File: config.mk
export PLATFORM = sky130hd
export DESIGN_NAME = ultrasonic_vehicle_detector
export DESIGN_NICKNAME = d
export VERILOG_FILES = /design/src/rtl/traffic_pkg.sv /design/src/rtl/echo_sync.sv /design/src/rtl/ultrasonic_vehicle_detector.sv
export SDC_FILE = /design/constraint.sdc
export NUM_CORES = 1
export LEC_CHECK = 0
export ABC_AREA = 1
export BUFFER_PORTS_ARGS = -buffer_cell sky130_fd_sc_hd__buf_2
export CAP_MARGIN = 0
export CORE_MARGIN = 1
export CORE_UTILIZATION = 50
export CTS_BUF_LIST = sky130_fd_sc_hd__clkbuf_4 sky130_fd_sc_hd__clkbuf_8
export DETAILED_ROUTE_END_ITERATION = 10
export PLACE_DENSITY = 0.7
export SLEW_MARGIN = 20
export SYNTH_ARGS = -nofsm -noshare
export SYNTH_HDL_FRONTEND = slang
export SYNTH_HIERARCHICAL = 1
export SYNTH_SLANG_ARGS = --single-unit
File: constraint.sdc
create_clock -name clk -period 2.3 [get_ports clk]
set_clock_uncertainty 0.1 [all_clocks]
set_input_delay 0.115 -clock clk [delete_from_list [all_inputs] [get_ports clk]]
set_output_delay 0.115 -clock clk [all_outputs]
set_load 0.01 [all_outputs]
File: src/rtl/traffic_pkg.sv
// Shared definitions for the traffic-light subsystem: light codes used by the controller and
// the measurement FSM states of the ultrasonic vehicle detector.
package traffic_pkg;

  localparam logic [1:0] LightRed    = 2'd0;
  localparam logic [1:0] LightYellow = 2'd1;
  localparam logic [1:0] LightGreen  = 2'd2;

  typedef enum logic [2:0] {
    StIdle,
    StTrig,
    StWaitRise,
    StMeasure,
    StHoldoff
  } det_state_e;

endpackage

File: src/rtl/echo_sync.sv
// Brings the asynchronous sensor echo into the clk domain and flags its edges.
module echo_sync (
  input  logic clk,
  input  logic rst,
  input  logic echo_i,
  output logic level_o,
  output logic rise_o,
  output logic fall_o
);

  logic sync1_q, sync1_d;
  logic sync2_q, sync2_d;
  logic dly_q, dly_d;

  always_comb begin
    sync1_d = echo_i;
    sync2_d = sync1_q;
    dly_d   = sync2_q;
  end

  always_ff @(posedge clk) begin
    if (rst) begin
      sync1_q <= 1'b0;
      sync2_q <= 1'b0;
      dly_q   <= 1'b0;
    end else begin
      sync1_q <= sync1_d;
      sync2_q <= sync2_d;
      dly_q   <= dly_d;
    end
  end

  assign level_o = sync2_q;
  assign rise_o  = sync2_q & ~dly_q;
  assign fall_o  = ~sync2_q & dly_q;

endmodule

File: src/rtl/ultrasonic_vehicle_detector.sv
// Periodically pings an ultrasonic sensor, times the echo, and filters hit/miss results
// into a clean car_present level for the traffic light controller.
module ultrasonic_vehicle_detector
  import traffic_pkg::*;
#(
  parameter int unsigned CNT_W        = 22,
  parameter int unsigned TRIG_CYCLES  = 500,
  parameter int unsigned RISE_TIMEOUT = 50000,
  parameter int unsigned ECHO_MAX     = 1000000,
  parameter int unsigned PERIOD       = 3000000,
  parameter int unsigned THRESH       = 150000,
  parameter int unsigned HIT_COUNT    = 3,
  parameter int unsigned MISS_COUNT   = 3
) (
  input  logic             clk,
  input  logic             rst,
  input  logic             enable,
  input  logic             echo,
  output logic             trig,
  output logic             car_present,
  output logic [CNT_W-1:0] echo_width,
  output logic             width_valid,
  output logic             timeout
);

  localparam logic [CNT_W-1:0] TrigLast   = CNT_W'(TRIG_CYCLES - 1);
  localparam logic [CNT_W-1:0] RiseLast   = CNT_W'(RISE_TIMEOUT - 1);
  localparam logic [CNT_W-1:0] EchoMax    = CNT_W'(ECHO_MAX);
  localparam logic [CNT_W-1:0] PeriodLast = CNT_W'(PERIOD - 1);
  localparam logic [CNT_W-1:0] Thresh     = CNT_W'(THRESH);
  localparam logic [CNT_W-1:0] HitMax     = CNT_W'(HIT_COUNT);
  localparam logic [CNT_W-1:0] MissMax    = CNT_W'(MISS_COUNT);
  localparam logic [CNT_W-1:0] One        = CNT_W'(1);

  logic echo_level, echo_rise, echo_fall;

  echo_sync u_echo_sync (
    .clk     (clk),
    .rst     (rst),
    .echo_i  (echo),
    .level_o (echo_level),
    .rise_o  (echo_rise),
    .fall_o  (echo_fall)
  );

  det_state_e       state_q, state_d;
  logic [CNT_W-1:0] period_cnt_q, period_cnt_d;
  logic [CNT_W-1:0] wait_cnt_q, wait_cnt_d;
  logic [CNT_W-1:0] width_cnt_q, width_cnt_d;
  logic [CNT_W-1:0] hit_cnt_q, hit_cnt_d;
  logic [CNT_W-1:0] miss_cnt_q, miss_cnt_d;
  logic [CNT_W-1:0] echo_width_q, echo_width_d;
  logic             trig_q, trig_d;
  logic             car_present_q, car_present_d;
  logic             width_valid_q, width_valid_d;
  logic             timeout_q, timeout_d;
  logic             hit, miss;

  always_comb begin
    state_d       = state_q;
    period_cnt_d  = period_cnt_q + One;
    wait_cnt_d    = wait_cnt_q;
    width_cnt_d   = width_cnt_q;
    echo_width_d  = echo_width_q;
    trig_d        = 1'b0;
    width_valid_d = 1'b0;
    timeout_d     = 1'b0;
    hit           = 1'b0;
    miss          = 1'b0;

    unique case (state_q)
      StIdle: begin
        period_cnt_d = '0;
        if (enable) begin
          state_d = StTrig;
          trig_d  = 1'b1;
        end
      end
      StTrig: begin
        trig_d = 1'b1;
        if (period_cnt_q == TrigLast) begin
          trig_d     = 1'b0;
          state_d    = StWaitRise;
          wait_cnt_d = '0;
        end
      end
      StWaitRise: begin
        wait_cnt_d = wait_cnt_q + One;
        if (echo_rise) begin
          state_d     = StMeasure;
          width_cnt_d = One;
        end else if (wait_cnt_q == RiseLast) begin
          timeout_d = 1'b1;
          miss      = 1'b1;
          state_d   = StHoldoff;
        end
      end
      StMeasure: begin
        // A fall on the same cycle the cap is reached still yields a valid width.
        if (echo_fall) begin
          echo_width_d  = width_cnt_q;
          width_valid_d = 1'b1;
          hit           = (width_cnt_q < Thresh);
          miss          = ~(width_cnt_q < Thresh);
          state_d       = StHoldoff;
        end else if (width_cnt_q == EchoMax) begin
          timeout_d = 1'b1;
          miss      = 1'b1;
          state_d   = StHoldoff;
        end else if (echo_level) begin
          width_cnt_d = width_cnt_q + One;
        end
      end
      StHoldoff: begin
        if (period_cnt_q == PeriodLast) begin
          state_d      = StTrig;
          trig_d       = 1'b1;
          period_cnt_d = '0;
        end
      end
      default: state_d = StIdle;
    endcase

    hit_cnt_d  = hit_cnt_q;
    miss_cnt_d = miss_cnt_q;
    if (hit) begin
      miss_cnt_d = '0;
      if (hit_cnt_q != HitMax) hit_cnt_d = hit_cnt_q + One;
    end
    if (miss) begin
      hit_cnt_d = '0;
      if (miss_cnt_q != MissMax) miss_cnt_d = miss_cnt_q + One;
    end

    car_present_d = car_present_q;
    if (hit_cnt_q == HitMax) begin
      car_present_d = 1'b1;
    end else if (miss_cnt_q == MissMax) begin
      car_present_d = 1'b0;
    end

    // Disabling abandons any in-flight measurement silently and forgets the filter history.
    if (!enable) begin
      state_d       = StIdle;
      period_cnt_d  = '0;
      wait_cnt_d    = '0;
      width_cnt_d   = '0;
      echo_width_d  = echo_width_q;
      trig_d        = 1'b0;
      width_valid_d = 1'b0;
      timeout_d     = 1'b0;
      hit_cnt_d     = '0;
      miss_cnt_d    = '0;
      car_present_d = 1'b0;
    end
  end

  always_ff @(posedge clk) begin
    if (rst) begin
      state_q       <= StIdle;
      period_cnt_q  <= '0;
      wait_cnt_q    <= '0;
      width_cnt_q   <= '0;
      hit_cnt_q     <= '0;
      miss_cnt_q    <= '0;
      echo_width_q  <= '0;
      trig_q        <= 1'b0;
      car_present_q <= 1'b0;
      width_valid_q <= 1'b0;
      timeout_q     <= 1'b0;
    end else begin
      state_q       <= state_d;
      period_cnt_q  <= period_cnt_d;
      wait_cnt_q    <= wait_cnt_d;
      width_cnt_q   <= width_cnt_d;
      hit_cnt_q     <= hit_cnt_d;
      miss_cnt_q    <= miss_cnt_d;
      echo_width_q  <= echo_width_d;
      trig_q        <= trig_d;
      car_present_q <= car_present_d;
      width_valid_q <= width_valid_d;
      timeout_q     <= timeout_d;
    end
  end

  assign trig        = trig_q;
  assign car_present = car_present_q;
  assign echo_width  = echo_width_q;
  assign width_valid = width_valid_q;
  assign timeout     = timeout_q;

endmodule

After elaboration in Yosys (flattened, before gate mapping)
Cells that the tools add are included.

operators by class
  add/subtract/negate cells = 5
  $lt $le $gt $ge = 1
  equality and inequality tests = 20
  multiplexer cells = 34
  bitwise gates (word level) = 7
  reductions and logical operators = 12

operators by type and width
  operator                 count
  $mux W22                 9
  $pmux W22 S2             3
  $add A22 B1 Y22 const B  5
  $eq A22 B2 Y1 const B    2
  $ne A22 B2 Y1 const B    2
  $eq A22 B16 Y1 const B   1
  $eq A22 B20 Y1 const B   1
  $eq A22 B22 Y1 const B   1
  $eq A22 B9 Y1 const B    1
  $lt A22 B18 Y1 const B   1
  $mux W3                  6
  $pmux W3 S5              1
  $mux W1                  12
  $ne A2 B2 Y1 const B     5
  $eq A3 B2 Y1 const B     2
  $ne A3 B3 Y1 const B     2
  $reduce_bool A2 Y1       3
  $reduce_or A3 Y1         2
  $not A1 Y1               5
  $reduce_and A5 Y1        1
  $pmux W1 S2              2
  $reduce_and A2 Y1        2
  $reduce_and A4 Y1        1
  $eq A3 B1 Y1 const B     1
  other kinds (7)          8

word-level totals
  register bits = 142
  input port bits = 4
  output and inout bits = 26
  word-level logic and storage cells = 93

Longest topological paths before layout
  word-level depth = 7
  depth in mapped cells = 12
  depth with buffers taken out = 12

Cells and area by module
The synthesis kept the hierarchy.

by module, submodules not included
  module                       times used  cells each  area each (um^2)  seq. area each (um^2)
  ultrasonic_vehicle_detector  1           1316        8266.7            2782.7
  echo_sync                    1           12          93.8              60.1

Least setup slack after synthesis
OpenSTA, ideal clock, no wires.

  path kind = reg2reg
  from = register hit_cnt_q[0]
  to = register hit_cnt_q[11]
  setup time = 0.117 ns
  data arrival time = 1.570 ns
  data required time = 2.083 ns
  setup slack = 0.512 ns
  cell stages (with the launch flop) = 10
  path buffers = 1
  period minus slack after synthesis = 1.788 ns
  cells stage by stage = dfxtp_1 ha_1 nand3_1 nor2_1 nand2_1 nor2_2 nor2_8 buf_4 a21boi_0 nor2_1

on the way
  word-level cells in the longest chain between the ends = 2
  elaborated cells between the ends (all ways) = 3
  classes of those cells = 1 x add/sub; 1 x eq/ne; 1 x reduce/logical

ends and longest elaborated chain
  element                                                                  line                                source
  start: declaration                                                       ultrasonic_vehicle_detector.sv:50   logic [CNT_W-1:0] hit_cnt_q, hit_cnt_d;
  start signal: assignment                                                 ultrasonic_vehicle_detector.sv:176  hit_cnt_q <= hit_cnt_d;
  parallel branches: the longest is 2 deep, another holds $add A22 B1 Y22  --

Several ways; the timed one is not identified.
A chain may end at the register's enable or synchronous reset.

Worst setup path in the final report
  from = register period_cnt_q[0]
  to = register period_cnt_q[16]

on the way
  word-level cells in the longest chain between the ends = 3
  elaborated cells between the ends (all ways) = 4
  classes of those cells = 1 x add/sub; 1 x eq/ne; 2 x mux

ends and longest elaborated chain
  element                                                   line                                                                   source
  start: declaration                                        ultrasonic_vehicle_detector.sv:47                                      logic [CNT_W-1:0] period_cnt_q, period_cnt_d;
  start signal: assignment                                  ultrasonic_vehicle_detector.sv:173                                     period_cnt_q <= period_cnt_d;
  $add A22 B1 Y22 / $eq A22 B22 Y1 (equally long branches)  ultrasonic_vehicle_detector.sv:61, ultrasonic_vehicle_detector.sv:115
  $mux W22                                                  ultrasonic_vehicle_detector.sv:115                                     if (period_cnt_q == PeriodLast) begin
  $pmux W22 S2 (*)                                          ultrasonic_vehicle_detector.sv:71                                      unique case (state_q)

Mark *: on every way between the ends. The rest lies on a longest branch, timed or not.

==> metrics.txt <==
Reg2Reg Setup Slack=250 ps; Clock transition at path regs=80 ps; register area share after synthesis=0.340; grt total ovfl=0; NetSw=1.17 mW; Peak VDD IR=0.367 mV; Final Hold Violating Endpoints=0; vias in the first global route=7203; Hold Path End=u_echo_sync/level_o; syn_nets=1338; buffers from clock root to sink, at most=2; Max-Cap Viols=0; DRT antenna net count=0; die height=131 um; # nets final=1368; Final min period=2050 ps; most frequent CP cell=nor3_1; Setup Viol. Count Final=0; post-DP HPWL=13900 um; DRC=0; worst-path cell chain=ha_1 > nand3_1 > inv_1 > nand4_1 > nor2_1 > nand2_1 > nor3_1 > nor3_1; Hold Slack=39.5 ps; CTS Sinks=142; CTS root buffer=clkbuf_8; I/O Pins=30; Layout area overhead=9.25%; Buf/Inv on CP=1; final period utilization=0.891; CTS tree=yes; H-tree depth=4; startpoint types=register; drt via density=5.11; pwr dens=518 nW/um2; # rows=46; Initial Util=0.519; Yosys Warn Count=6; post-route insts no fill=1586; sequential power share=0.525; switching share of power=0.247; Main synth FF type=dfxtp_1; Tightest Pin Transition=562 ps; Final Power=4.73 mW; Logic pwr share=0.047; Clock Latency Late Sink=470 ps; Hold Crit Start=rst; initial antenna violation count=0; largest fanout on the critical path=6; layout cell share with drive strength beyond 1=0.0942; PortBufs=29; Core ar.=16100 um2; Max-Slew Margin vs Limit=0.624; Async SR Flop Fraction=0; Final Max Slew Viols=0; synth top area cells=dfxtp_1, nand2_1, nor2_1; CP Capture Type=register; Post-Syn Area=8360 um2; routed vias=8102; TNS Setup=0 ps; top-count cell post-synth=nand2_1; cts bufs inserted=17; Hold WC Path Type=in2reg; Yosys top cell by area=dfxtp_1; reg2reg start=period_cnt_q[0]; die area=17200 um2; Mapped Cells=1328; Post-CTS Setup Repair Bufs=0; Clock power frac=0.428; required time of the critical path=2550 ps; Power Internal=3.56 mW; die width=131 um; Routed WL per cell=12.1 um; R2R depth=8; register bit total from synthesis=142; Distinct cells, synth=42; largest net degree at the start of global routing=42; placer congestion estimate=0.904; Synth top cells by count=nand2_1, nor2_1, inv_1; number of DRC markers in iteration 0=486; Leak=3.47 nW; maximum clock rate=488 MHz; slowest CP cell=dfxtp_1; Post-synth EDFFs=0; first-pass GRT wire length=33500 um; GRT Util Overall=0.232; placed insts=1554; critical path arrival=2300 ps; Critical Path Max Stage Delay=420 ps; ant diodes=0; critical path class=reg2reg; Avg Cell Area, Syn=6.30 um2; cell depth of the worst setup path=8; Hold Path Cell Cnt=3; post-synth top area share=0.340; Top Family by Delay on Critical Path=simple AND/OR/NAND/NOR gates; RSZ-0062 raised after global routing=no; reg2reg end=period_cnt_q[16]; TritonRoute pass-1 iters=5; status=completed; DRT Wirelength=19200 um
## cell type report
cell class | instances | area [um2]
flip-flops and latches | 142 | 2840
clock buffers | 20 | 275
fillers | 1639 | 6980
multi-input cells | 987 | 4690
inverters | 160 | 604
repair buffers | 50 | 330
clock inverters | 11 | 116
well taps | 216 | 270
## worst register-to-register path, delay by kind of cell (launching register included)
kind | cells | cell delay, ps
and+or+nand+nor | 6 | 1040
adders and majority gates | 1 | 260
DFF | 1 | 420
buffers and inverters | 1 | 120
## per-stage QoR
| stage | cell area, um2 | utilization | setup WS [ps] |
|---|---|---|---|
| 2_1_floorplan | 8360 | - | 512 |
| 3_3_place_gp | 8730 | 0.542 | 307 |
| 3_5_place_dp | 8730 | 0.542 | 256 |
| 4_1_cts | 9130 | 0.566 | 227 |
| 5_1_grt | 9130 | 0.567 | 31.1 |
| 6_report | 9130 | 0.567 | 251 |
## how the worst max path moves through the flow
| stage | startpoint | end |
|---|---|---|
| 2_1_floorplan | hit_cnt_q[0] | hit_cnt_q[11] |
| 3_3_place_gp | period_cnt_q[0] | period_cnt_q[16] |
| 3_5_place_dp | period_cnt_q[0] | period_cnt_q[15] |
| 4_1_cts | period_cnt_q[0] | period_cnt_q[15] |
| 5_1_grt | period_cnt_q[0] | period_cnt_q[16] |
| 6_report | period_cnt_q[0] | period_cnt_q[16] |
## power groups by stage
stage	sequential [mW]	combinational [mW]	clock (mW)
after floorplan	2.54	0.165	0
after global placement	2.54	0.219	0
after detailed placement	2.54	0.220	0
after CTS	2.48	0.223	2.06
after global routing	2.49	0.248	2.18
final	2.48	0.223	2.02
## cell usage in the layout, fill, tap and decap left out, types with 2 or more instances in the layout
master and count:
o21ai_0 26, bufinv_16 2, xor2_1 36, nand4_1 28
ha_1 6, nor3_2 3, a211oi_1 19, a21oi_1 63
inv_1 149, o211ai_1 2, nand2_1 333, clkinvlp_4 3
nor2_1 246, nor3_1 38, dfxtp_1 142, o21ai_1 3
clkbuf_8 20, buf_4 18, buf_12 2, nand3_4 3
nand3_1 126, nor2_2 24, xnor2_1 8, inv_2 7
nand2_2 2, nand2_4 2, clkinv_2 6, buf_2 29
nand3b_1 7, clkinv_1 2
## sequential cells by signal, summed over array words and instances, names as in the netlist
| name | flops |
|---|---|
| car_present | 1 |
| echo_width | 22 |
| hit_cnt_q | 22 |
| miss_cnt_q | 22 |
| period_cnt_q | 22 |
| state_q | 3 |
| timeout | 1 |
| trig | 1 |
| u_echo_sync/dly_q | 1 |
| u_echo_sync/level_o | 1 |
| u_echo_sync/sync1_q | 1 |
| wait_cnt_q | 22 |
| width_cnt_q | 22 |
| width_valid | 1 |
## cells by family (layout without fill, tap and decap cells)
| logic type | Yosys count | in the layout | synth area share |
|---|---|---|---|
| buf+inv | 199 | 241 | 0.0998 |
| fa+ha+maj | 6 | 6 | 0.00898 |
| simple gates | 820 | 820 | 0.428 |
| xor+xnor | 44 | 44 | 0.0461 |
| compound gates | 117 | 117 | 0.0772 |
| flops | 142 | 142 | 0.340 |
## timing repair
item,in CTS,in global routing
hold buffers,1,0
resized for setup,0,1
endpoints found under the setup margin,0,2
endpoints found under the hold margin,1,0
## layer usage
| metal | share of wire | global-route usage |
|---|---|---|
| met1 | 0.50 | 0.314 |
| met3 | 0.039 | 0.0347 |
| met4 | 0.016 | 0.0788 |
| met5 | 0 | 0 |
| met2 | 0.45 | 0.375 |
(Power assumes the default switching activity.)
